## config.mk

```make
export PLATFORM = sky130hd
export DESIGN_NAME = rx_dma_write_scheduler
export DESIGN_NICKNAME = d
export VERILOG_FILES = /design/src/rtl/rdma_rx_pkg.sv /design/src/rtl/rx_sat_counter.sv /design/src/rtl/rx_dma_write_scheduler.sv
export SDC_FILE = /design/constraint.sdc
export NUM_CORES = 1
export LEC_CHECK = 0
export ABC_CLOCK_PERIOD_IN_PS = 3380
export BUFFER_PORTS_ARGS = -buffer_cell sky130_fd_sc_hd__buf_2
export CORE_MARGIN = 5
export CORE_UTILIZATION = 47
export CTS_BUF_LIST = sky130_fd_sc_hd__clkbuf_8 sky130_fd_sc_hd__clkbuf_16
export DETAILED_ROUTE_END_ITERATION = 6
export PLACE_DENSITY = 0.81
export SKIP_CTS_REPAIR_TIMING = 1
export SYNTH_ARGS = -nofsm -noshare
export SYNTH_HDL_FRONTEND = slang
export SYNTH_SLANG_ARGS = --single-unit
```

## constraint.sdc

```tcl
create_clock -name aclk -period 3.38 [get_ports aclk]
set_input_delay 0.676 -clock aclk [delete_from_list [all_inputs] [get_ports aclk]]
set_output_delay 0.676 -clock aclk [all_outputs]
set_load 0.02 [all_outputs]
```

## src/rtl/rdma_rx_pkg.sv

```systemverilog
// Shared types and constants for the RDMA RX write path: opcodes, scheduler
// states and the DataMover S2MM command/status bit layout.
package rdma_rx_pkg;

    localparam logic [7:0] OP_WRITE_TEST = 8'h01;
    localparam logic [7:0] OP_WRITE_ONLY = 8'h0A;

    typedef enum logic [2:0] {
        IDLE = 3'd0,
        CMD  = 3'd1,
        DATA = 3'd2,
        DROP = 3'd3,
        STS  = 3'd4
    } state_t;

    // S2MM command word: {rsvd, tag, saddr, drr, eof, dsa, incr, btt}
    localparam int CMD_WIDTH      = 72;
    localparam int CMD_BTT_LSB    = 0;
    localparam int CMD_BTT_WIDTH  = 23;
    localparam int CMD_INCR_BIT   = 23;
    localparam int CMD_DSA_LSB    = 24;
    localparam int CMD_EOF_BIT    = 30;
    localparam int CMD_DRR_BIT    = 31;
    localparam int CMD_SADDR_LSB  = 32;
    localparam int CMD_TAG_LSB    = 64;
    localparam int CMD_RSVD_LSB   = 68;

    // S2MM status byte
    localparam int STS_TAG_LSB    = 0;
    localparam int STS_INTERR_BIT = 4;
    localparam int STS_DECERR_BIT = 5;
    localparam int STS_SLVERR_BIT = 6;
    localparam int STS_OKAY_BIT   = 7;

    function automatic logic [CMD_WIDTH-1:0] s2mm_cmd(
        input logic [3:0]               tag,
        input logic [31:0]              saddr,
        input logic [CMD_BTT_WIDTH-1:0] btt
    );
        logic [CMD_WIDTH-1:0] c;
        c                               = '0;
        c[CMD_TAG_LSB +: 4]             = tag;
        c[CMD_SADDR_LSB +: 32]          = saddr;
        c[CMD_DRR_BIT]                  = 1'b0;
        c[CMD_EOF_BIT]                  = 1'b1;
        c[CMD_DSA_LSB +: 6]             = 6'h0;
        c[CMD_INCR_BIT]                 = 1'b1;
        c[CMD_BTT_LSB +: CMD_BTT_WIDTH] = btt;
        return c;
    endfunction

    function automatic logic sts_is_ok(input logic [7:0] sts);
        return sts[STS_OKAY_BIT] && !sts[STS_SLVERR_BIT]
            && !sts[STS_DECERR_BIT] && !sts[STS_INTERR_BIT];
    endfunction

endpackage

```

## src/rtl/rx_sat_counter.sv

```systemverilog
// Event counter that sticks at all-ones instead of wrapping.
module rx_sat_counter #(
    parameter int WIDTH = 16
) (
    input  logic             aclk,
    input  logic             areset,
    input  logic             inc,
    output logic [WIDTH-1:0] count
);

    logic [WIDTH-1:0] count_reg;

    always_ff @(posedge aclk) begin
        if (areset) begin
            count_reg <= '0;
        end else if (inc && (count_reg != {WIDTH{1'b1}})) begin
            count_reg <= count_reg + WIDTH'(1);
        end
    end

    assign count = count_reg;

endmodule

```

## src/rtl/rx_dma_write_scheduler.sv

```systemverilog
// Turns parsed RDMA write headers into DataMover S2MM commands, forwards or
// drops the payload, and tracks status. Optional PSN ordering check: RX_PSN_CHECK_EN.
module rx_dma_write_scheduler
    import rdma_rx_pkg::*;
#(
    parameter int C_AXIS_TDATA_WIDTH = 32,
    parameter int C_AXIS_TKEEP_WIDTH = 4,
    parameter int BTT_WIDTH          = 23
) (
    input  logic                          aclk,
    input  logic                          areset,

    input  logic                          header_valid,
    input  logic [7:0]                    rdma_opcode,
    input  logic [23:0]                   rdma_psn,
    input  logic [31:0]                   rdma_remote_addr,
    input  logic [15:0]                   fragment_offset,
    input  logic [31:0]                   rdma_length,

    input  logic [C_AXIS_TDATA_WIDTH-1:0] s_axis_tdata,
    input  logic [C_AXIS_TKEEP_WIDTH-1:0] s_axis_tkeep,
    input  logic                          s_axis_tvalid,
    input  logic                          s_axis_tlast,
    output logic                          s_axis_tready,

    output logic [C_AXIS_TDATA_WIDTH-1:0] m_axis_tdata,
    output logic [C_AXIS_TKEEP_WIDTH-1:0] m_axis_tkeep,
    output logic                          m_axis_tvalid,
    output logic                          m_axis_tlast,
    input  logic                          m_axis_tready,

    output logic [71:0]                   m_axis_cmd_tdata,
    output logic                          m_axis_cmd_tvalid,
    input  logic                          m_axis_cmd_tready,

    input  logic [7:0]                    s_axis_sts_tdata,
    input  logic                          s_axis_sts_tvalid,
    output logic                          s_axis_sts_tready,

    output logic                          busy,
    output logic [23:0]                   expected_psn,
    output logic [15:0]                   pkt_ok_cnt,
    output logic [15:0]                   pkt_drop_cnt,
    output logic [15:0]                   dma_err_cnt,
    output logic                          hdr_overrun
);

    localparam int N_STATS = 3;

    state_t                  state_reg, state_next;
    logic [CMD_WIDTH-1:0]    cmd_reg;
    logic [3:0]              tag_reg;
    logic [23:0]             psn_reg;
    logic                    overrun_reg;

    logic                    opcode_ok, length_ok, psn_ok, accept;
    logic [31:0]             saddr;
    logic [CMD_BTT_WIDTH-1:0] btt;
    logic                    cmd_hs, data_last, drop_last, sts_hs, sts_ok;
    logic [N_STATS-1:0]      stat_inc;
    logic [15:0]             stat_cnt [N_STATS];
    logic                    unused_ok;

    assign opcode_ok = (rdma_opcode == OP_WRITE_TEST) || (rdma_opcode == OP_WRITE_ONLY);
    assign length_ok = (rdma_length != 32'd0) && ((rdma_length >> BTT_WIDTH) == 32'd0);
`ifdef RX_PSN_CHECK_EN
    assign psn_ok    = (rdma_psn == psn_reg);
`else
    assign psn_ok    = 1'b1;
`endif
    assign accept    = opcode_ok && length_ok && psn_ok;

    // Address arithmetic wraps at 4 GiB by design
    assign saddr = rdma_remote_addr + {16'h0, fragment_offset};
    assign btt   = CMD_BTT_WIDTH'(rdma_length[BTT_WIDTH-1:0]);

    assign cmd_hs    = (state_reg == CMD)  && m_axis_cmd_tready;
    assign data_last = (state_reg == DATA) && s_axis_tvalid && m_axis_tready && s_axis_tlast;
    assign drop_last = (state_reg == DROP) && s_axis_tvalid && s_axis_tlast;
    assign sts_hs    = (state_reg == STS)  && s_axis_sts_tvalid;
    assign sts_ok    = sts_is_ok(s_axis_sts_tdata);

    always_ff @(posedge aclk) begin
        if (areset) begin
            state_reg <= IDLE;
        end else begin
            state_reg <= state_next;
        end
    end

    always_comb begin
        state_next = state_reg;
        case (state_reg)
            IDLE: if (header_valid) state_next = accept ? CMD : DROP;
            CMD:  if (m_axis_cmd_tready) state_next = DATA;
            DATA: if (data_last) state_next = STS;
            DROP: if (drop_last) state_next = IDLE;
            STS:  if (s_axis_sts_tvalid) state_next = IDLE;
            default: state_next = IDLE;
        endcase
    end

    always_comb begin
        busy              = (state_reg != IDLE);
        m_axis_cmd_tvalid = (state_reg == CMD);
        s_axis_sts_tready = (state_reg == STS);
        s_axis_tready     = 1'b0;
        m_axis_tvalid     = 1'b0;
        case (state_reg)
            DATA: begin
                s_axis_tready = m_axis_tready;
                m_axis_tvalid = s_axis_tvalid;
            end
            DROP: s_axis_tready = 1'b1;
            default: ;
        endcase
    end

    // Command is captured with the header, so it is stable for the whole CMD wait
    always_ff @(posedge aclk) begin
        if (areset) begin
            cmd_reg     <= '0;
            tag_reg     <= 4'd0;
            psn_reg     <= 24'd0;
            overrun_reg <= 1'b0;
        end else begin
            if ((state_reg == IDLE) && header_valid) begin
                cmd_reg <= s2mm_cmd(tag_reg, saddr, btt);
            end
            if (cmd_hs) begin
                tag_reg <= tag_reg + 4'd1;
            end
            if (sts_hs && sts_ok) begin
                psn_reg <= psn_reg + 24'd1;
            end
            if (header_valid && (state_reg != IDLE)) begin
                overrun_reg <= 1'b1;
            end
        end
    end

    assign stat_inc[0] = sts_hs && sts_ok;
    assign stat_inc[1] = drop_last;
    assign stat_inc[2] = sts_hs && !sts_ok;

    genvar gi;
    generate
        for (gi = 0; gi < N_STATS; gi++) begin : g_stat
            rx_sat_counter #(.WIDTH(16)) u_cnt (
                .aclk   (aclk),
                .areset (areset),
                .inc    (stat_inc[gi]),
                .count  (stat_cnt[gi])
            );
        end
    endgenerate

    assign pkt_ok_cnt   = stat_cnt[0];
    assign pkt_drop_cnt = stat_cnt[1];
    assign dma_err_cnt  = stat_cnt[2];

    assign m_axis_tdata     = s_axis_tdata;
    assign m_axis_tkeep     = s_axis_tkeep;
    assign m_axis_tlast     = s_axis_tlast;
    assign m_axis_cmd_tdata = cmd_reg;
    assign expected_psn     = psn_reg;
    assign hdr_overrun      = overrun_reg;

    // Status tag echo and (without the PSN check) the header PSN are not needed
    assign unused_ok = ^{s_axis_sts_tdata[STS_TAG_LSB +: 4], rdma_psn};

endmodule
```

== Word-level counts from Yosys, hierarchy flattened ==
Index checks and enable logic that the tools add are counted.

* Add/subtract/negate cells: 6
* Reduce and logical (&&, ||, !) cells: 29
* Muxes and demuxes: 9
* Equality and inequality tests: 14

{| class="wikitable"
|+ Operators by type and width
! cell !! number
|-
| adder 16 x 1 -> 16 bit, second input constant || 3
|-
| != test 16 bit, second input constant || 3
|-
| adder 32 x 16 -> 32 bit || 1
|-
| logical NOT 32 bit || 1
|-
| nonzero test 32 bit || 1
|-
| adder 24 x 1 -> 24 bit, second input constant || 1
|-
| logical AND 1 bit || 19
|-
| two-way mux 3 bit || 5
|-
| case mux 3 bit (5 select lines) || 1
|-
| == test 8 x 1 -> 1 bit, second input constant || 1
|-
| == test 8 x 4 -> 1 bit, second input constant || 1
|-
| == test 3 x 2 -> 1 bit, second input constant || 2
|-
| != test 2 bit, second input constant || 3
|-
| AND reduction 5 bit || 1
|-
| adder 4 x 1 -> 4 bit, second input constant || 1
|-
| logical NOT 1 bit || 4
|-
| != test 2 x 1 -> 1 bit, second input constant || 2
|-
| == test 3 x 1 -> 1 bit, second input constant || 1
|-
| == test 3 bit, second input constant || 1
|-
| logical NOT 3 bit || 1
|-
| nonzero test 3 bit || 1
|-
| two-way mux 2 bit || 1
|-
| case mux 1 bit (2 select lines) || 1
|-
| logical OR 1 bit || 1
|-
| two-way mux 1 bit || 1
|}

* Logic and storage cells: 66
* Register bits after elaboration: 141
* Input port bits: 164
* Output and inout bits: 187

== Longest topological paths before layout ==
* Depth after elaboration: 7
* Mapped depth: 9

== Modules after synthesis ==
Synthesis repeated with hierarchy kept, for this count alone.

* Cells, all modules: 968
* Area total of the unflattened synthesis: 7,860.0 um^2

{| class="wikitable"
|+ Modules (own cells, without submodules)
! module !! times used !! area each (um^2) !! cells each !! seq. area each (um^2)
|-
| rx_dma_write_scheduler || 1 || 5,315.1 || 671 || 1,841.8
|-
| rx_sat_counter || 3 || 848.3 || 99 || 320.3
|}

== Worst setup path before layout ==
Ideal clock, no wire load.

* Path kind: in2reg
* Start point: input port rdma_remote_addr[0]
* End point: register cmd_reg[50] (netlist: m_axis_cmd_tdata[50])
* Arrival: 2,720 ps
* Library setup time: 86 ps
* Stages: 9
* Setup slack: 575 ps
* Required time: 3,294 ps
* Path through: ha_1 fa_1 a21oi_1 nor2_1 o311a_1 o2111ai_2 a211oi_1 xnor2_1 a211oi_1

* Cells in the longest elaborated chain, start to end: 1

{| class="wikitable"
|+ Ends and longest elaborated chain
! what !! RTL line !! text
|-
| start, declared || rx_dma_write_scheduler.sv:16 || <nowiki>input logic [31:0] rdma_remote_addr,</nowiki>
|-
| adder 32 x 16 -> 32 bit || rx_dma_write_scheduler.sv:74 || <nowiki>assign saddr = rdma_remote_addr + {16'h0, fragment_offset};</nowiki>
|-
| end signal, assigned || rx_dma_write_scheduler.sv:128 || <nowiki>cmd_reg <= s2mm_cmd(tag_reg, saddr, btt);</nowiki>
|-
| end, declared || rx_dma_write_scheduler.sv:51 || <nowiki>logic [CMD_WIDTH-1:0] cmd_reg;</nowiki>
|}

No other way between the ends.
A chain may end at the register's enable or synchronous reset.

== Worst setup path after layout ==
Same ends and word-level chain as after synthesis.

==> results.py <==
metrics = {
    "floorplan": {
        "io-pin-count": 351,
        "die_h_um": 135,
        "rows": 45,
        "coreArea_um2": 15300,
        "start_util_pct": 48.3,
        "dieArea_um2": 18400,
        "dieWidth_um": 135,
    },
    "logic_synthesis": {
        "synth-seq-cells": 140,
        "synth_area_leader_cell": "dfxtp_1",
        "yosys_most_used_dff": "dfxtp_1",
        "async_flop_share_pct": 0,
        "yosysUniqueCellTypes": 69,
        "synth_enable_flop_cells": 0,
        "synth_area_um2": 7400,
        "ys_seq_area_share_pct": 37.9,
        "synth_cells": 903,
        "synth_top_area_share_pct": 37.9,
        "avgSynthCellArea_um2": 8.20,
        "synthTopCellsByArea": "dfxtp_1, nand2_1, xor2_1",
        "yosys_warnings": 0,
    },
    "grt": {
        "grt_max_degree": 97,
        "grt_overflow": 0,
        "grt_usage_pct": 21.0,
        "antenna_found_initial": 0,
        "grt_first_pass_wirelength_um": 31500,
        "grt_pass1_vias": 6539,
    },
    "power_and_ir_drop": {
        "cellLeakagePower_nw": 4.01,
        "power.switching_mw": 1.77,
        "switching_share_pct": 34.2,
        "internal_power_mw": 3.41,
        "seqPwrFrac_pct": 38.5,
        "total_power_mw": 5.18,
        "powerDensity_nw_per_um2": 578,
        "peakVddDrop_v": 0.000395,
        "combPwrFrac_pct": 27.6,
        "clkPwrFrac_pct": 34.0,
    },
    "worst_setup_path": {
        "crit_family": "compound AO/OA/AOI/OAI gates",
        "critPathBufInv": 1,
        "path_cells": "buf_2 > ha_1 > fa_1 > a21oi_1 > nor2_1 > o311a_1 > o2111ai_2 > a211oi_1 > xnor2_1 > a211oi_1",
        "startpoint_type": "input pin",
        "r2r_slack_ns": 1.06,
        "cp_slowest_stage_delay_ns": 0.49,
        "worstPathArrival_ns": 3.11,
        "cpMostUsedCell": "a211oi_1",
        "required_ns": 3.69,
        "end_kind": "register",
        "critical_path_class": "in -> reg",
        "crit_fanout": 9,
        "slowest_stage": "o2111ai_2",
    },
    "detailed_routing": {
        "vias": 6951,
        "wl_met1_um": 8100,
        "drcViolationCount": 0,
        "viasPerCell": 5.30,
        "first_iter_violations": 358,
        "ant_nets": 0,
        "firstDrtPassIters": 5,
        "wl_um": 19600,
        "avgRoutedWirePerCell_um": 14.9,
        "wl_met2_um": 9340,
        "wl_met3_um": 1810,
        "highest_layer": "met4",
    },
    "cts": {
        "cts_root_buf": "clkbuf_16",
        "cts_max_level": 4,
        "cts_tree": "done",
        "clock_path_buffers": 2,
        "cts_num_sinks": 140,
        "path_clk_slew_ns": 0.06,
        "clk_latency_ns": 0.41,
        "cts_buffers": 17,
    },
    "run_status": {
        "status": "finished, final reports clean",
    },
    "hold_path": {
        "hp-class": "reg -> reg",
    },
    "finish": {
        "final_nets": 1275,
        "layout-drive-gt1-share_pct": 26.9,
        "area_growth_pct": 21.2,
        "antenna_cells": 0,
        "largest_reg_flops": 60,
        "finish.utilization_pct": 58.6,
    },
    "sta": {
        "clock_skew_ns": 0.00882,
        "period_share_pct": 82.6,
        "relSlewSlack_pct": 45.1,
        "fmax_mhz": 358,
        "setup_tns_ns": 0,
        "tightest_slew_ns": 0.824,
        "final_max_slew_viol_count": 0,
        "finalHoldViolCount": 0,
        "min_period_ns": 2.79,
        "setup_viol": 0,
        "rsz0062_at_grt": "no",
    },
    "place": {
        "hpwlAfterDp_um": 14500,
        "portBuffers": 239,
        "globalplace.congestion": 0.908,
    },
    "run": {
        "maxCapViolCount": 0,
    },
}
-- routing by layer --
layer	GRT usage, %	vias to the layer above
li1	-	3460
met2	35.0	259
met4	6.16	0
met5	0	-
met1	25.1	3204
met3	8.06	28
-- metrics by stage --
step | hold WS (ns) | worst slack, ns | std cells | cell area (um^2)
6_report | 0.450 | 0.587 | 1311 | 8970
5_1_grt | 0.470 | 0.412 | 1311 | 8970
3_5_place_dp | 0.445 | 0.185 | 1281 | 8410
4_1_cts | 0.453 | 0.603 | 1311 | 8970
2_1_floorplan | 0.444 | 0.575 | 913 | 7440
3_3_place_gp | 0.436 | 0.257 | 1281 | 8410
-- final cells by class --
type	instances	area (um^2)
clock inverters	13	130
clock buffers	17	425
well taps	211	264
fillers	1431	6340
inverters	13	48.8
multi-input cells	672	4040
repair buffers	245	1260
flip-flops and latches	140	2800
-- cells in the mapped netlist, types with 3 or more instances --
cell / n
dfxtp_1: 140
nand2_1: 124
nor2_1: 114
a21oi_1: 66
buf_4: 50
xor2_1: 49
nand3_1: 35
xnor2_1: 31
clkbuf_1: 26
a211oi_1: 24
nand4_1: 23
ha_1: 21
nor3_1: 17
o21ai_0: 16
inv_1: 13
and3_1: 11
and4_1: 11
or3_1: 11
nor4_1: 10
a31oi_1: 9
and2_1: 8
a21o_1: 7
mux2i_1: 5
and3_2: 4
buf_2: 4
nor2b_1: 4
a22o_1: 3
buf_1: 3
nand2b_1: 3
nor3b_1: 3
o21a_1: 3
or2_2: 3
or4_1: 3
-- final timing paths --
path                                           from                   endpoint  cells past startpoint
worst min register to register  m_axis_cmd_tdata[5]        m_axis_cmd_tdata[5]                      2
worst min-delay path            m_axis_cmd_tdata[5]        m_axis_cmd_tdata[5]                      2
worst max register to register         state_reg[2]  g_stat[2].u_cnt.count[15]                      7
worst max-delay path            rdma_remote_addr[0]       m_axis_cmd_tdata[50]                     10
-- power groups by stage --
stage | clock (mW) | combinational [mW] | sequential (mW)
floorplan | 0 | 0.837 | 2.21
finish | 1.76 | 1.43 | 1.99
global route | 1.88 | 1.57 | 2.02
detailed placement | 0 | 1.44 | 2.02
global placement | 0 | 1.42 | 2.02
CTS | 1.80 | 1.44 | 2.00
-- worst reg2reg max path, stage by stage, from the launching register on --
cell and delay, ns:
dfxtp_1 0.51, nor3b_2 0.37, nand3_1 0.22, a31oi_2 0.39, and4_4 0.32, nor3b_2 0.19, xnor2_1 0.14, nor2_1 0.06
-- layout by cell type, fill, tap and decap left out, types with 4 or more instances in the layout --
master,synthesis,layout
clkbuf_16,0,17
nand4_1,23,23
clkinv_2,0,4
buf_2,4,238
a21o_1,7,7
ha_1,21,21
and4_1,11,11
and3_1,11,11
buf_4,50,6
inv_1,13,15
a21oi_1,66,66
nor4_1,10,10
o21ai_0,16,16
nand2_1,124,123
nor2_1,114,114
xor2_1,49,49
and2_1,8,7
or3_1,11,11
a31oi_1,9,9
dfxtp_1,140,140
conb_1,1,11
and3_2,4,4
a211oi_1,24,24
xnor2_1,31,31
nand3_1,35,35
nor3_1,17,17
nor2b_1,4,4
mux2i_1,5,5
-- logic make-up after synthesis --
family / Yosys count / synth area share (%)
flip-flops: 140 / 37.9
other: 1 / 0.0507
buffers and inverters: 101 / 8.08
AND/OR/NAND/NOR: 400 / 26.6
XOR/XNOR: 80 / 9.47
adder cells (fa/ha/maj): 22 / 3.82
AO/OA/AOI/OAI: 154 / 13.5
multiplexers: 5 / 0.676
(Power assumes the default switching activity.)
